[src/rtl/sdram_sched_pkg.sv]
// Shared types for the SDRAM channel scheduler: FSM state encoding, default
// bus widths and the engine command record.
package sdram_sched_pkg;

  localparam int ADDR_W = 22;
  localparam int DATA_W = 16;

  typedef enum logic [2:0] {
    IDLE,
    RD_REQ,
    RD_WAIT,
    WR_REQ,
    NEXT,
    DONE
  } state_t;

  typedef struct packed {
    logic              write;
    logic [ADDR_W-1:0] addr;
    logic [DATA_W-1:0] wdata;
  } cmd_t;

endpackage

[src/rtl/sdram_channel_scheduler.sv]
// Per-sample sequencer: one read then one optional write per channel, results published atomically.
// Optional read-data timeout is enabled by defining SDRAM_SCHED_TIMEOUT_EN.
module sdram_channel_scheduler #(
  parameter int NUM    = 16,
  parameter int ADDR_W = sdram_sched_pkg::ADDR_W,
  parameter int DATA_W = sdram_sched_pkg::DATA_W
`ifdef SDRAM_SCHED_TIMEOUT_EN
  ,
  parameter int TMO    = 63
`endif
) (
  input  logic                       clk_i,
  input  logic                       srst_i,
  input  logic                       start_i,
  input  logic [NUM-1:0][DATA_W-1:0] writedata_i,
  input  logic [NUM-1:0][ADDR_W-1:0] write_address_i,
  input  logic [NUM-1:0]             write_enable_i,
  input  logic [NUM-1:0][ADDR_W-1:0] read_address_i,
  output logic [NUM-1:0][DATA_W-1:0] readdata_o,
  output logic                       ready_o,
  output logic                       overrun_o,
  output logic                       cmd_valid_o,
  input  logic                       cmd_ready_i,
  output logic                       cmd_write_o,
  output logic [ADDR_W-1:0]          cmd_addr_o,
  output logic [DATA_W-1:0]          cmd_wdata_o,
  input  logic                       rd_valid_i,
  input  logic [DATA_W-1:0]          rd_data_i,
  output logic                       timeout_o
);
  import sdram_sched_pkg::*;

  localparam int              CH_W    = $clog2(NUM);
  localparam logic [CH_W-1:0] CH_LAST = CH_W'(NUM - 1);

  state_t                     state, nxt;
  logic [CH_W-1:0]            ch;
  logic [NUM-1:0][DATA_W-1:0] shadow;
  logic                       tmo_hit;

`ifdef SDRAM_SCHED_TIMEOUT_EN
  localparam int TMO_W = $clog2(TMO + 1);
  logic [TMO_W-1:0] tmo_cnt;

  assign tmo_hit = (state == RD_WAIT) && !rd_valid_i && (tmo_cnt == TMO_W'(TMO - 1));

  always_ff @(posedge clk_i) begin
    if (srst_i) begin
      tmo_cnt   <= '0;
      timeout_o <= 1'b0;
    end else begin
      if (state == RD_REQ && cmd_ready_i) tmo_cnt <= '0;
      else if (state == RD_WAIT)          tmo_cnt <= tmo_cnt + 1'b1;
      if (tmo_hit) timeout_o <= 1'b1;
    end
  end
`else
  assign tmo_hit   = 1'b0;
  assign timeout_o = 1'b0;
`endif

  // WR_REQ spends one cycle deciding/loading the write, then holds it until accepted.
  always_comb begin
    nxt = state;
    case (state)
      IDLE:    if (start_i) nxt = RD_REQ;
      RD_REQ:  if (cmd_ready_i) nxt = RD_WAIT;
      RD_WAIT: if (rd_valid_i || tmo_hit) nxt = WR_REQ;
      WR_REQ:  if (cmd_valid_o ? cmd_ready_i : !write_enable_i[ch]) nxt = NEXT;
      NEXT:    nxt = (ch == CH_LAST) ? DONE : RD_REQ;
      DONE:    nxt = IDLE;
      default: nxt = IDLE;
    endcase
  end

  always_ff @(posedge clk_i) begin
    if (srst_i) begin
      state       <= IDLE;
      ch          <= '0;
      ready_o     <= 1'b1;
      overrun_o   <= 1'b0;
      cmd_valid_o <= 1'b0;
      cmd_write_o <= 1'b0;
      cmd_addr_o  <= '0;
      cmd_wdata_o <= '0;
      shadow      <= '0;
      readdata_o  <= '0;
    end else begin
      state <= nxt;
      if (start_i && !ready_o) overrun_o <= 1'b1;
      case (state)
        IDLE: if (start_i) begin
          ready_o     <= 1'b0;
          ch          <= '0;
          cmd_valid_o <= 1'b1;
          cmd_write_o <= 1'b0;
          cmd_addr_o  <= read_address_i[0];
        end
        RD_REQ: if (cmd_ready_i) cmd_valid_o <= 1'b0;
        RD_WAIT: begin
          if (rd_valid_i)   shadow[ch] <= rd_data_i;
          else if (tmo_hit) shadow[ch] <= '0;
        end
        WR_REQ: begin
          if (cmd_valid_o) begin
            if (cmd_ready_i) cmd_valid_o <= 1'b0;
          end else if (write_enable_i[ch]) begin
            cmd_valid_o <= 1'b1;
            cmd_write_o <= 1'b1;
            cmd_addr_o  <= write_address_i[ch];
            cmd_wdata_o <= writedata_i[ch];
          end
        end
        NEXT: if (ch != CH_LAST) begin
          ch          <= ch + 1'b1;
          cmd_valid_o <= 1'b1;
          cmd_write_o <= 1'b0;
          cmd_addr_o  <= read_address_i[ch + 1'b1];
        end
        DONE: begin
          readdata_o <= shadow;
          ready_o    <= 1'b1;
        end
        default: ;
      endcase
    end
  end

endmodule

[config.mk]
export PLATFORM = sky130hd
export DESIGN_NAME = sdram_channel_scheduler
export DESIGN_NICKNAME = d
export VERILOG_FILES = /design/src/rtl/sdram_sched_pkg.sv /design/src/rtl/sdram_channel_scheduler.sv
export SDC_FILE = /design/constraint.sdc
export NUM_CORES = 2
export LEC_CHECK = 0
export ABC_AREA = 1
export CORE_AREA = 2 2 512 514
export CTS_BUF_LIST = sky130_fd_sc_hd__clkbuf_16
export DETAILED_ROUTE_END_ITERATION = 12
export DIE_AREA = 0 0 514 516
export PLACE_DENSITY = 0.33
export SKIP_LAST_GASP = 1
export SYNTH_ARGS = -nofsm -noshare
export SYNTH_HDL_FRONTEND = slang
export SYNTH_SLANG_ARGS = --single-unit
[constraint.sdc]
create_clock -name clk_i -period 3.6 [get_ports clk_i]
set_input_delay 0.72 -clock clk_i [delete_from_list [all_inputs] [get_ports clk_i]]
set_output_delay 0.72 -clock clk_i [all_outputs]
set_load 0.02 [all_outputs]
After elaboration in Yosys (flattened, before gate mapping)
Cells that the tools add are included.

Memories: 0. Word-level logic and storage cells: 114. Register bits after elaboration: 561. RAM bits: 0. Output and inout port bits: 299. Memory bits (read-only): 0. Bits in latches: 0.

Bitwise logic cells: 1. Divide/modulo/power cells: 0. Equality and inequality tests: 14. $mul: 0. Muxes and demuxes: 39. Shift operators: 0. Reduce and logical (&&, ||, !) cells: 16. Magnitude comparators: 3. Add/sub/neg operators: 1.

Operators by type and width (number): $bwmux W256 (1); $bmux W22 S4 (2); $mux W22 (6); $pmux W22 S3 (1); $bmux W16 S4 (1); $demux W16 S4 (1); $mux W16 (2); $mux W3 (5); $pmux W3 S5 (1); $ne A2 B2 Y1 const B (7); $mux W1 (12); $lt A4 B5 Y1 const B (2); $mux W4 (2); $pmux W4 S2 (1); $reduce_and A4 Y1 (2); $eq A3 B2 Y1 const B (2); $eq A3 B3 Y1 const B (2); $reduce_and A3 Y1 (2); $reduce_and A5 Y1 (1); $add A4 B1 Y4 const B (1); $bmux W1 S4 (1); $eq A4 B4 Y1 const B (1); $ge A4 B1 Y1 const B (1); $ne A4 B4 Y1 const B (1); other kinds (12) (16).

Depth between registers and ports, before layout
Depth in word-level cells: 6. Gate-level depth with buffers: 20.

Worst setup path after synthesis
No wires, ideal clock.

Kind: register -> register. Start: register ch[0]. End: register cmd_addr_o[12]. Data required time: 3.487 ns. Arrival: 2.539 ns. Buffers on the path: 8. Slack: 0.948 ns. Library setup time: 0.113 ns. Stages on the path, launching flop included: 20. Path through: dfxtp_1 -> buf_6 -> inv_4 -> buf_6 -> buf_6 -> buf_4 -> buf_4 -> ha_1 -> buf_2 -> buf_2 -> buf_1 -> nor2_1 -> o21ai_0 -> nand3_1 -> nand3_1 -> nand2_1 -> nand2_1 -> nand3_1 -> nor2_1 -> nor2_1.

Longest elaborated chain between the ends: 5. Elaborated cells between the ends (all ways): 15.

RTL lines: from (decl) (RTL line sdram_channel_scheduler.sv:37) `logic [CH_W-1:0] ch;`; from (signal assigned) (RTL line sdram_channel_scheduler.sv:115) `ch <= ch + 1'b1;`; $add A4 B1 Y4 / $bmux W22 S4 (equally long branches) (RTL line sdram_channel_scheduler.sv:118, sdram_channel_scheduler.sv:110); $bmux W22 S4 / $mux W22 (equally long branches) (RTL line sdram_channel_scheduler.sv:118, sdram_channel_scheduler.sv:110); $mux W22, on equally long branches (RTL line sdram_channel_scheduler.sv:118, sdram_channel_scheduler.sv:107); $mux W22, on equally long branches (RTL line sdram_channel_scheduler.sv:114, sdram_channel_scheduler.sv:105); $pmux W22 S3 (RTL line sdram_channel_scheduler.sv:91) `case (state)`; to (signal assigned) (RTL line sdram_channel_scheduler.sv:97) `cmd_addr_o <= read_address_i[0];`; to (signal assigned) (RTL line sdram_channel_scheduler.sv:110) `cmd_addr_o <= write_address_i[ch];`; to (signal assigned) (RTL line sdram_channel_scheduler.sv:118) `cmd_addr_o <= read_address_i[ch + 1'b1];`; to (decl) (RTL line sdram_channel_scheduler.sv:25) `output logic [ADDR_W-1:0] cmd_addr_o,`.

Parallel ways exist; a longest one is shown, timed or not. The select of a mux whose other input is x is not followed. A chain may end at the register's enable or synchronous reset.

Final worst setup path
Start: register ch[0]. End: register cmd_addr_o[16].

Same word-level chain as after synthesis.

==> flow_metrics.tcl <==
set metrics [dict create \
    clk_path_buf_depth 3 \
    hold_path_class "reg2reg" \
    start_kind "register" \
    synth_area_leaders "dfxtp_1 (38%), nor2_1 (23%), o21ai_0 (15%)" \
    drv_cap 0 \
    layout.area.seq_mm2 0.0112 \
    yosysTopAreaCellShare 0.382 \
    vias 37600 \
    worst_skew_pair.late_latency_ns 0.72 \
    hp-start "cmd_wdata_o[4]$_SDFFE_PP0P_" \
    cts_tree "done" \
    synth_area_leader_cell "dfxtp_1" \
    htreeDepth 3 \
    io_buffers 1294 \
    r2r-start "ch[0]$_SDFFE_PP0P_" \
    syn2layout_area_growth_pct 65.3 \
    synthArstFlopShare 0 \
    grt_pass1_wl_mm 344 \
    clock-sinks 561 \
    clk_pin_slew_ns 0.07 \
    synth.most_common_cell "nor2_1" \
    drt_iter0_markers 3079 \
    post_cts_buffers 0 \
    core.rowCount 187 \
    die_w_um 514 \
    utilization 0.188 \
    maxSlewHeadroom 0.226 \
    worstPathMaxFanout 73 \
    ioPinCount 1296 \
    ys_ff_latch 561 \
    setup_viol_count_final 0 \
    root_buffer "clkbuf_16" \
    viasPerCell 4.01 \
    dr.pass1.iters 5 \
    required_ns 4.17 \
    place_congestion 0.921 \
    finalWirelength_mm 264 \
    syn_inst 4794 \
    syn_nets 5795 \
    finalHoldViolCount 0 \
    synth-warning-count 0 \
    fin_setup_tns_ns 0 \
    grt_overflow 0 \
    slew_viol_final 0 \
    powerDensity_mw_per_mm2 406 \
    syn_area_mm2 0.0294 \
    post-route-period-util 0.970 \
    peakVddDrop_mv 0.335 \
    holdPathStages 2 \
    synth_edf_count 0 \
    setup.worst_path.start "ch[0]$_SDFFE_PP0P_" \
    power.leakage_uw 0.0202 \
    die-area_mm2 0.265 \
    layout.nets 6888 \
    synth_common_cells "nor2_1 (1790), o21ai_0 (873), nand2_1 (649)" \
    dp_slack_ns -0.0828 \
    ctsHoldBuffers 0 \
    grt_pass1_vias 37100 \
    drive_above_1_share 0.0490 \
    die_h_um 516 \
    numCtsBuffers 77 \
    initial_core_util 0.113 \
    synthFlopType "dfxtp_1" \
    multiInputGateArea_mm2 0.0161 \
    status "complete, no violations" \
    r2r_slack_ns 0.11 \
    worstPathArrival_ns 4.06 \
    fmax_mhz 286 \
    min_to "cmd_wdata_o[4]$_SDFFE_PP0P_" \
    fin_crit_ns 3.49 \
    crit_path_end_kind "register" \
    rr_endpoint "cmd_addr_o[16]$_SDFFE_PP0P_" \
    critPathKind "reg2reg" \
    clock-skew-final_ns 0.0455 \
    fillCellCount 29600 \
    coreArea_mm2 0.259 \
    drtAntennaViolNets 0 \
    drc_errors 0 \
    synth_cell_types 32 \
    grt_max_degree 141 \
    wire_per_inst_um 28.1 \
    worstMarginPinSlew_ns 1.15 \
    antenna_found_initial 123 \
    grt_usage 0.191 \
    r2r_cells 10 \
    dp_hpwl_mm 207 \
    cts_resized 2 \
    syn_area_per_cell_um2 6.14 \
    yosysSeqAreaShare 0.382 \
    rsz0062_at_grt "false" \
    fin_ws_ns 0.107 \
]
==> layout by cell type, fill, tap and decap left out, types with 22 or more instances in the layout <==
cell and n:
a21oi_1 22, buf_12 26, buf_4 79, clkbuf_16 78, clkdlybuf4s50_1 1278, dfxtp_1 559, diode_2 41, inv_1 90
inv_2 24, nand2_1 649, nand3_1 165, nor2_1 1785, o21ai_0 869, o21ai_1 128, o22ai_1 64
==> logic make-up (layout without fill, tap and decap cells) <==
group / count (synthesis) / in the layout / share of synthesized area
other cells: 1 / 42 / 0.000127
fa+ha+maj: 4 / 4 / 0.00170
xor+xnor: 2 / 2 / 0.00111
buf+inv: 491 / 1640 / 0.0748
simple gates: 2651 / 2651 / 0.353
flops: 561 / 561 / 0.382
compound gates: 1084 / 1084 / 0.187
==> report_power, final <==
part | internal, uW | total [uW] | switching, uW | leakage [uW]
Combinational | 2020 | 4940 | 2920 | 0.0144
Clock | 4630 | 8030 | 3400 | 0.00129
Sequential | 6490 | 6770 | 280 | 0.00453
Total | 13100 | 19700 | 6600 | 0.0202
==> area by class of cell <==
| cell class | instances | share of cell area |
|---|---|---|
| antenna | 41 | 0.00211 |
| clock buffer | 78 | 0.0401 |
| clock inverter | 57 | 0.0128 |
| inverter | 106 | 0.00892 |
| multi-input combinational | 3742 | 0.330 |
| sequential | 561 | 0.231 |
| tap | 3402 | 0.0875 |
| timing repair buffer | 1399 | 0.287 |
==> worst max-delay path by stage <==
stage	endpoint	slack (ns)	depth (start not counted)
2_1_floorplan	cmd_addr_o[12]$_SDFFE_PP0P_	0.95	19
3_3_place_gp	cmd_addr_o[16]$_SDFFE_PP0P_	-0.21	10
3_5_place_dp	cmd_addr_o[16]$_SDFFE_PP0P_	-0.08	10
4_1_cts	cmd_addr_o[17]$_SDFFE_PP0P_	0.20	10
5_1_grt	cmd_addr_o[16]$_SDFFE_PP0P_	0.07	10
6_report	cmd_addr_o[16]$_SDFFE_PP0P_	0.11	10
==> worst max-delay path: stages (launching register included) <==
cell     delay [ns]
dfxtp_4        0.40
buf_12         0.19
buf_12         0.30
o21ai_0        0.94
o21ai_1        0.55
nand2_1        0.17
nand2_1        0.07
o21ai_1        0.31
nand3_1        0.13
nor2_1         0.12
nor2_1         0.06
==> metal layers <==
layer | global-route usage | part of all wire | routed length [um]
met4 | 0.0373 | 0.017 | 4590
met5 | 0 | 0.0012 | 323
met1 | 0.238 | 0.43 | 113000
met2 | 0.328 | 0.48 | 127000
met3 | 0.0508 | 0.073 | 19200
==> state kept, by name, summed over array words and instances (netlist names) <==
name / flops
cmd_addr_o: 22
ch: 4
shadow: 256
cmd_wdata_o: 16
cmd_write_o: 1
cmd_valid_o: 1
readdata_o: 256
ready_o: 1
state: 3
overrun_o: 1
==> metrics by stage <==
stage | instance area, um^2 | power, uW | instances | hold slack, ns
finish | 48700 | 19700 | 9386 | 0.464
global placement | 46000 | 12000 | 9210 | 0.454
CTS | 48500 | 20200 | 9345 | 0.460
detailed placement | 46000 | 11900 | 9210 | 0.455
floorplan | 29400 | 8710 | 4794 | 0.450
global route | 48600 | 20700 | 9358 | 0.484
Note: power is estimated with default switching activity, not from simulation.
